<file path="src/rtl/mat_vec_mul_serial_pkg.sv">
// Shared fixed-point types and FSM encodings for the serial matrix-vector unit.
// Holds default word format, saturation bounds and rounding constant.
package mat_vec_mul_serial_pkg;

    localparam int FXP_N    = 16;
    localparam int FXP_FRAC = 8;

    // N-bit saturation bounds and half-LSB rounding constant
    localparam logic signed [FXP_N-1:0] FXP_MAX =
        {1'b0, {(FXP_N-1){1'b1}}};
    localparam logic signed [FXP_N-1:0] FXP_MIN =
        {1'b1, {(FXP_N-1){1'b0}}};
    localparam logic signed [FXP_N-1:0] FXP_HALF =
        FXP_N'(1) << (FXP_FRAC - 1);

    localparam logic [1:0] ST_IDLE = 2'd0;
    localparam logic [1:0] ST_MAC  = 2'd1;
    localparam logic [1:0] ST_DONE = 2'd2;

    // counter width that never collapses to zero bits
    function automatic int cnt_w(input int n);
        return (n > 1) ? $clog2(n) : 1;
    endfunction

endpackage

</file>
<file path="src/rtl/mat_vec_mul_serial_round.sv">
// fxp_round_sat: combinational ACC_W -> N reduction (round, >>FRAC, sat/wrap).
// Ports: acc_i wide sum in, z_o N-bit result, ovf_o value out of N-bit range.
module fxp_round_sat #(
    parameter int N     = 16,
    parameter int FRAC  = 8,
    parameter int ACC_W = 34,
    parameter int ROUND = 1,
    parameter int SAT   = 1
) (
    input  logic signed [ACC_W-1:0] acc_i,
    output logic        [N-1:0]     z_o,
    output logic                    ovf_o
);

    localparam int HSH = (FRAC > 0) ? FRAC - 1 : 0;
    localparam logic signed [ACC_W-1:0] HALF =
        (ROUND != 0 && FRAC > 0) ? (ACC_W'(1) << HSH) : '0;
    localparam logic signed [ACC_W-1:0] MAXV =
        {{(ACC_W-N+1){1'b0}}, {(N-1){1'b1}}};
    localparam logic signed [ACC_W-1:0] MINV =
        {{(ACC_W-N+1){1'b1}}, {(N-1){1'b0}}};

    logic signed [ACC_W-1:0] rnd;
    logic signed [ACC_W-1:0] shf;
    logic                    hi;
    logic                    lo;

    always_comb begin
        rnd   = acc_i + HALF;
        // arithmetic shift gives floor, so +HALF is round-half-up
        shf   = rnd >>> FRAC;
        hi    = shf > MAXV;
        lo    = shf < MINV;
        ovf_o = hi | lo;
        if (SAT != 0 && hi) begin
            z_o = MAXV[N-1:0];
        end else if (SAT != 0 && lo) begin
            z_o = MINV[N-1:0];
        end else begin
            z_o = shf[N-1:0];
        end
    end

endmodule

</file>
<file path="src/rtl/mat_vec_mul_serial.sv">
// Serial Z = H*x (+b) unit, one MAC per clock, start/done one-shot protocol.
// Ports: clk, rst_n, start, add_b, H, x, b in; done, busy, ovf, Z out.
module mat_vec_mul_serial
    import mat_vec_mul_serial_pkg::*;
#(
    parameter int N     = FXP_N,
    parameter int FRAC  = FXP_FRAC,
    parameter int ROWS  = 2,
    parameter int COLS  = 2,
    parameter int ROUND = 1,
    parameter int SAT   = 1
) (
    input  logic                   clk,
    input  logic                   rst_n,
    input  logic                   start,
    input  logic                   add_b,
    input  logic [ROWS*COLS*N-1:0] H,
    input  logic [COLS*N-1:0]      x,
    input  logic [ROWS*N-1:0]      b,
    output logic                   done,
    output logic                   busy,
    output logic                   ovf,
    output logic [ROWS*N-1:0]      Z
);

    localparam int ACC_W = 2*N + $clog2(COLS) + 1;
    localparam int RW    = cnt_w(ROWS);
    localparam int CW    = cnt_w(COLS);

    logic [1:0]              state_q;
    logic [RW-1:0]           r_q;
    logic [CW-1:0]           c_q;
    logic signed [ACC_W-1:0] acc_q;
    logic [ROWS*COLS*N-1:0]  h_q;
    logic [COLS*N-1:0]       x_q;
    logic [ROWS*N-1:0]       b_q;
    logic                    addb_q;
    logic [ROWS*N-1:0]       buf_q;
    logic [ROWS*N-1:0]       buf_d;
    logic [ROWS*N-1:0]       z_q;
    logic                    ovf_q;
    logic                    ovfacc_q;

    logic signed [N-1:0]     h_el;
    logic signed [N-1:0]     x_el;
    logic signed [N-1:0]     b_el;
    logic signed [2*N-1:0]   prod;
    logic signed [ACC_W-1:0] sum;
    logic signed [ACC_W-1:0] bias;
    logic signed [ACC_W-1:0] rs_in;
    logic [N-1:0]            row_z;
    logic                    row_ovf;
    logic                    last_c;
    logic                    last_r;
    logic                    accept;

    // a new request is also taken on the edge that ends the done cycle
    assign accept = start &&
        (state_q == ST_IDLE || state_q == ST_DONE);
    assign last_c = (c_q == CW'(COLS - 1));
    assign last_r = (r_q == RW'(ROWS - 1));

    always_comb begin
        h_el  = h_q[(int'(r_q)*COLS + int'(c_q))*N +: N];
        x_el  = x_q[int'(c_q)*N +: N];
        b_el  = b_q[int'(r_q)*N +: N];
        prod  = h_el * x_el;
        sum   = acc_q + {{(ACC_W-2*N){prod[2*N-1]}}, prod};
        bias  = '0;
        if (addb_q) begin
            bias = {{(ACC_W-N){b_el[N-1]}}, b_el} <<< FRAC;
        end
        rs_in = sum + bias;
        buf_d = buf_q;
        if (state_q == ST_MAC && last_c) begin
            buf_d[int'(r_q)*N +: N] = row_z;
        end
    end

    fxp_round_sat #(
        .N     (N),
        .FRAC  (FRAC),
        .ACC_W (ACC_W),
        .ROUND (ROUND),
        .SAT   (SAT)
    ) u_rs (
        .acc_i (rs_in),
        .z_o   (row_z),
        .ovf_o (row_ovf)
    );

    always_ff @(posedge clk or negedge rst_n) begin
        if (!rst_n) begin
            state_q  <= ST_IDLE;
            r_q      <= '0;
            c_q      <= '0;
            acc_q    <= '0;
            h_q      <= '0;
            x_q      <= '0;
            b_q      <= '0;
            addb_q   <= 1'b0;
            buf_q    <= '0;
            z_q      <= '0;
            ovf_q    <= 1'b0;
            ovfacc_q <= 1'b0;
        end else if (accept) begin
            state_q  <= ST_MAC;
            r_q      <= '0;
            c_q      <= '0;
            acc_q    <= '0;
            h_q      <= H;
            x_q      <= x;
            b_q      <= b;
            addb_q   <= add_b;
            ovfacc_q <= 1'b0;
        end else begin
            case (state_q)
                ST_MAC: begin
                    if (last_c) begin
                        acc_q    <= '0;
                        c_q      <= '0;
                        buf_q    <= buf_d;
                        ovfacc_q <= ovfacc_q | row_ovf;
                        if (last_r) begin
                            // publish all rows at once, final row included
                            z_q     <= buf_d;
                            ovf_q   <= ovfacc_q | row_ovf;
                            state_q <= ST_DONE;
                        end else begin
                            r_q <= r_q + 1'b1;
                        end
                    end else begin
                        acc_q <= sum;
                        c_q   <= c_q + 1'b1;
                    end
                end
                ST_DONE: state_q <= ST_IDLE;
                default: state_q <= ST_IDLE;
            endcase
        end
    end

    assign done = (state_q == ST_DONE);
    assign busy = (state_q != ST_IDLE);
    assign ovf  = ovf_q;
    assign Z    = z_q;

endmodule

</file>
<file path="config.mk">
export PLATFORM = sky130hd
export DESIGN_NAME = mat_vec_mul_serial
export DESIGN_NICKNAME = d
export VERILOG_FILES = /design/src/rtl/mat_vec_mul_serial_pkg.sv /design/src/rtl/mat_vec_mul_serial_round.sv /design/src/rtl/mat_vec_mul_serial.sv
export SDC_FILE = /design/constraint.sdc
export NUM_CORES = 1
export LEC_CHECK = 0
export ABC_AREA = 1
export CAP_MARGIN = 30
export CELL_PAD_IN_SITES_DETAIL_PLACEMENT = 1
export CELL_PAD_IN_SITES_GLOBAL_PLACEMENT = 2
export CORE_MARGIN = 2
export CORE_UTILIZATION = 39
export DETAILED_ROUTE_END_ITERATION = 6
export HOLD_SLACK_MARGIN = 0.02
export PLACE_DENSITY_LB_ADDON = 0.1
export SKIP_LAST_GASP = 1
export SLEW_MARGIN = 15
export SYNTH_ARGS = -nofsm -noshare
export SYNTH_HDL_FRONTEND = slang
export SYNTH_SLANG_ARGS = --single-unit
export TNS_END_PERCENT = 30
</file>
<file path="constraint.sdc">
create_clock -name clk -period 15.5 [get_ports clk]
set_input_delay 3.875 -clock clk [delete_from_list [all_inputs] [get_ports clk]]
set_output_delay 3.875 -clock clk [all_outputs]
set_load 0.02 [all_outputs]
</file>
==> key figures <==
Die
  • Cell row count: 89
  • Die area: 0.0612 mm2
  • Floorplan Core Area: 0.0588 mm2
  • Vertical die dimension: 247 um
  • Starting density of the core: 0.393
  • Horizontal die dimension: 247 um
  • IO Pins: 167

Logic synthesis
  • Share of the synthesized area in compound gates (AO/OA/AOI/OAI): 0.0705
  • Most used flip-flop cell after synthesis: sky130_fd_sc_hd__dfrtp_1
  • Mux share of post-synthesis cell area: 0.000433
  • Sequential element share of the synthesized area: 0.235
  • Count of mapped cells out of synthesis: 3025
  • Synth cell types: 52
  • Post-synth EDFFs: 0
  • Largest family of logic cells by synthesized area: adder cells
  • Xor/xnor cell area share of the yosys netlist: 0.0269
  • Area fraction in and, or, nand and nor cells after synthesis: 0.250
  • Share of synthesized cell area in full adder, half adder and majority cells: 0.309
  • Number of nets produced by synthesis: 3569
  • Async set or reset register ratio after synthesis: 1.00
  • Synth warn: 0
  • Post-synthesis sequential element count: 217
  • Synthesized area divided by synthesized cell count: 7.64 um2
  • Cell area after synthesis: 0.0231 mm2

Worst setup path
  • Crit path max fanout: 60
  • Kind of cell with the highest combined delay on the critical path: adder cells
  • CP max-delay cell: sky130_fd_sc_hd__clkinv_1
  • Startpoint of the lowest-slack register-to-register path: c_q
  • Cell seen most often among critical-path stages: sky130_fd_sc_hd__nand2_1
  • Startpoint type of the worst setup path: flip-flop
  • Buffers and inverters on the worst path: 7
  • Classification of the worst setup path: reg2reg
  • Required @ worst endpoint: 15.94 ns
  • Crit path largest cell delay: 0.62 ns
  • Depth of the worst register-to-register path: 51
  • Category of the worst setup path capture point: flip-flop
  • Worst reg2reg path endpoint: Z[16]
  • Data arrival time of the critical path: 13.44 ns
  • Number of logic stages on the critical path including buffering: 51
  • Register-to-register setup slack: 2.50 ns

Run
  • Reported max-cap violation count: 0

Routing
  • Routed length on met2: 36.1 mm
  • Post-detailed-route DRC marker count: 0
  • Via density per instance: 5.06
  • Count of antenna-violating nets left after detailed routing: 0
  • Total wire length after detailed routing: 77.9 mm
  • Via count of the routed design: 20000
  • Routed length on met3: 3.66 mm
  • Number of detailed-route iterations in the first pass: 5
  • Routed length per instance: 19.7 um
  • Initial DRC count: 1112
  • Uppermost routed layer: met4
  • Met1 WL: 36.4 mm

Timing
  • Least-Margin Pin Slew: 0.906 ns
  • Time the worst path needs with I/O delays and setup: 13.00 ns
  • Unrepaired setup endpoints after global routing: false
  • Worst rel slew slack: 0.396
  • Final slew viol count: 0
  • Clock skew: 0.0242 ns
  • Highest attainable clock frequency: 76.9 MHz
  • # setup viols final: 0
  • Crit share post-route: 0.838
  • TNS Setup: 0 ns
  • Total count of hold-check failures in the final report: 0

Min path
  • Hold/Removal Path Class: reg2reg
  • Endpoint of the worst hold path: x_q[27]
  • Startpoint of the most critical hold path: x_q[27]
  • Number of cells on the worst hold path: 2

CTS
  • Clock tree from TritonCTS: done
  • Number of gates resized after CTS: 0
  • Hold buffers post-CTS: 0
  • Clock buffer depth: 3
  • Worst-skew pair later-pin latency: 0.57 ns
  • Num Clock Sinks: 217
  • CTS root buffer: sky130_fd_sc_hd__clkbuf_16
  • Number of buffers added by the clock tree synthesis step: 27
  • H-tree Lvls: 1
  • Number of buffers inserted by post-CTS setup repair: 0
  • Clock-pin slew of the registers on the worst-case setup and hold paths: 0.06 ns

Final layout
  • Net count of the finished layout: 3702
  • Layout cells sized above 1: 0.0532
  • Fill cell instance count of the final layout: 7302
  • Commonest non-fill, non-tap cell in the layout: sky130_fd_sc_hd__nand2_1
  • FF/Latch Area: 0.00543 mm2
  • Synth-to-layout area growth: 14.8%
  • Commonest cells after routing, fill and taps aside: sky130_fd_sc_hd__nand2_1, sky130_fd_sc_hd__inv_1, sky130_fd_sc_hd__fa_1
  • Area occupied by multi-input gates: 0.0152 mm2

Placement
  • Estimated wirelength of the detail-placed design: 63.4 mm
  • Number of buffers added on ports: 166
  • Final estimated routing congestion in global placement: 0.917

GRT
  • Global-route wire length before repair: 124 mm
  • Largest net degree at the start of global routing: 85
  • Vias in the first global route: 22200
  • Number of antenna violations at the first check in global routing: 2
  • Leftover overflow at the end of global routing: 0
  • Global-route usage over all layers: 0.263

Outcome
  • Status: finished clean
## how the worst max path moves through the flow
stage,start,end,slack (ns)
floorplan,c_q,buf_q[14],5.86
CTS,c_q,Z[16],2.61
finish,c_q,Z[16],2.50
global route,c_q,Z[16],1.66
global placement,c_q,Z[16],2.78
detailed placement,c_q,Z[16],2.61
## layout make-up
class / instances / share of cell area
Antenna cell: 1 / 0.0000944
Clock buffer: 42 / 0.0291
Clock inverter: 7 / 0.00434
Inverter: 568 / 0.0805
Multi-Input combinational cell: 2152 / 0.573
Sequential cell: 217 / 0.205
Tap cell: 773 / 0.0365
Timing Repair Buffer: 192 / 0.0717
## kinds of logic after synthesis
group / count (synthesis)
and+or+nand+nor: 1390
xor gates and xnor gates: 71
adders and majority gates: 412
DFF: 217
muxes: 1
AOI/OAI and AO/OA: 278
buffers and inverters: 656
## sequential cells by signal (all words and copies together) (netlist names)
name	flops
h_q	64
acc_q	34
Z	32
b_q	32
x_q	32
buf_q	16
state_q	2
addb_q	1
c_q	1
last_r	1
ovf	1
ovfacc_q	1
## Yosys cell counts, types with 23 or more instances
cell / count / area, um2
sky130_fd_sc_hd__nand2_1: 916 / 3440
sky130_fd_sc_hd__inv_1: 549 / 2060
sky130_fd_sc_hd__fa_1: 264 / 5290
sky130_fd_sc_hd__nor2_1: 256 / 961
sky130_fd_sc_hd__dfrtp_1: 217 / 5430
sky130_fd_sc_hd__ha_1: 148 / 1850
sky130_fd_sc_hd__nand3_1: 99 / 495
sky130_fd_sc_hd__o21ai_0: 97 / 485
sky130_fd_sc_hd__a21oi_1: 87 / 435
sky130_fd_sc_hd__clkbuf_1: 76 / 285
sky130_fd_sc_hd__xor2_1: 48 / 420
sky130_fd_sc_hd__xnor2_1: 23 / 201
## through the flow
step	hold WS (ns)	instances	utilization	area, um2	setup WS [ns]
4_1_cts	0.477	3950	0.450	26500	2.61
3_5_place_dp	0.460	3901	0.435	25600	2.61
5_1_grt	0.493	3952	0.451	26500	1.66
6_report	0.476	3952	0.451	26500	2.50
3_3_place_gp	0.459	3900	0.435	25600	2.78
2_1_floorplan	0.441	3025	-	23100	5.86
## per-layer routing
layer  track usage  vias up
li1              -     9420
met1         0.365    10100
met2         0.436      429
met3        0.0351       85
met4        0.0609        0
met5             0        -
## worst register-to-register path, delay by kind of cell, from the launching register on
family / cells / cell delay [ns]
DFF: 1 / 0.34
xor gates and xnor gates: 2 / 0.39
and+or+nand+nor: 23 / 4.13
adders and majority gates: 9 / 4.16
buffers and inverters: 7 / 1.82
AOI/OAI and AO/OA: 10 / 2.07
Power is not shown: default switching activity piles up to over one toggle a cycle in this logic, so the estimate is an artifact.
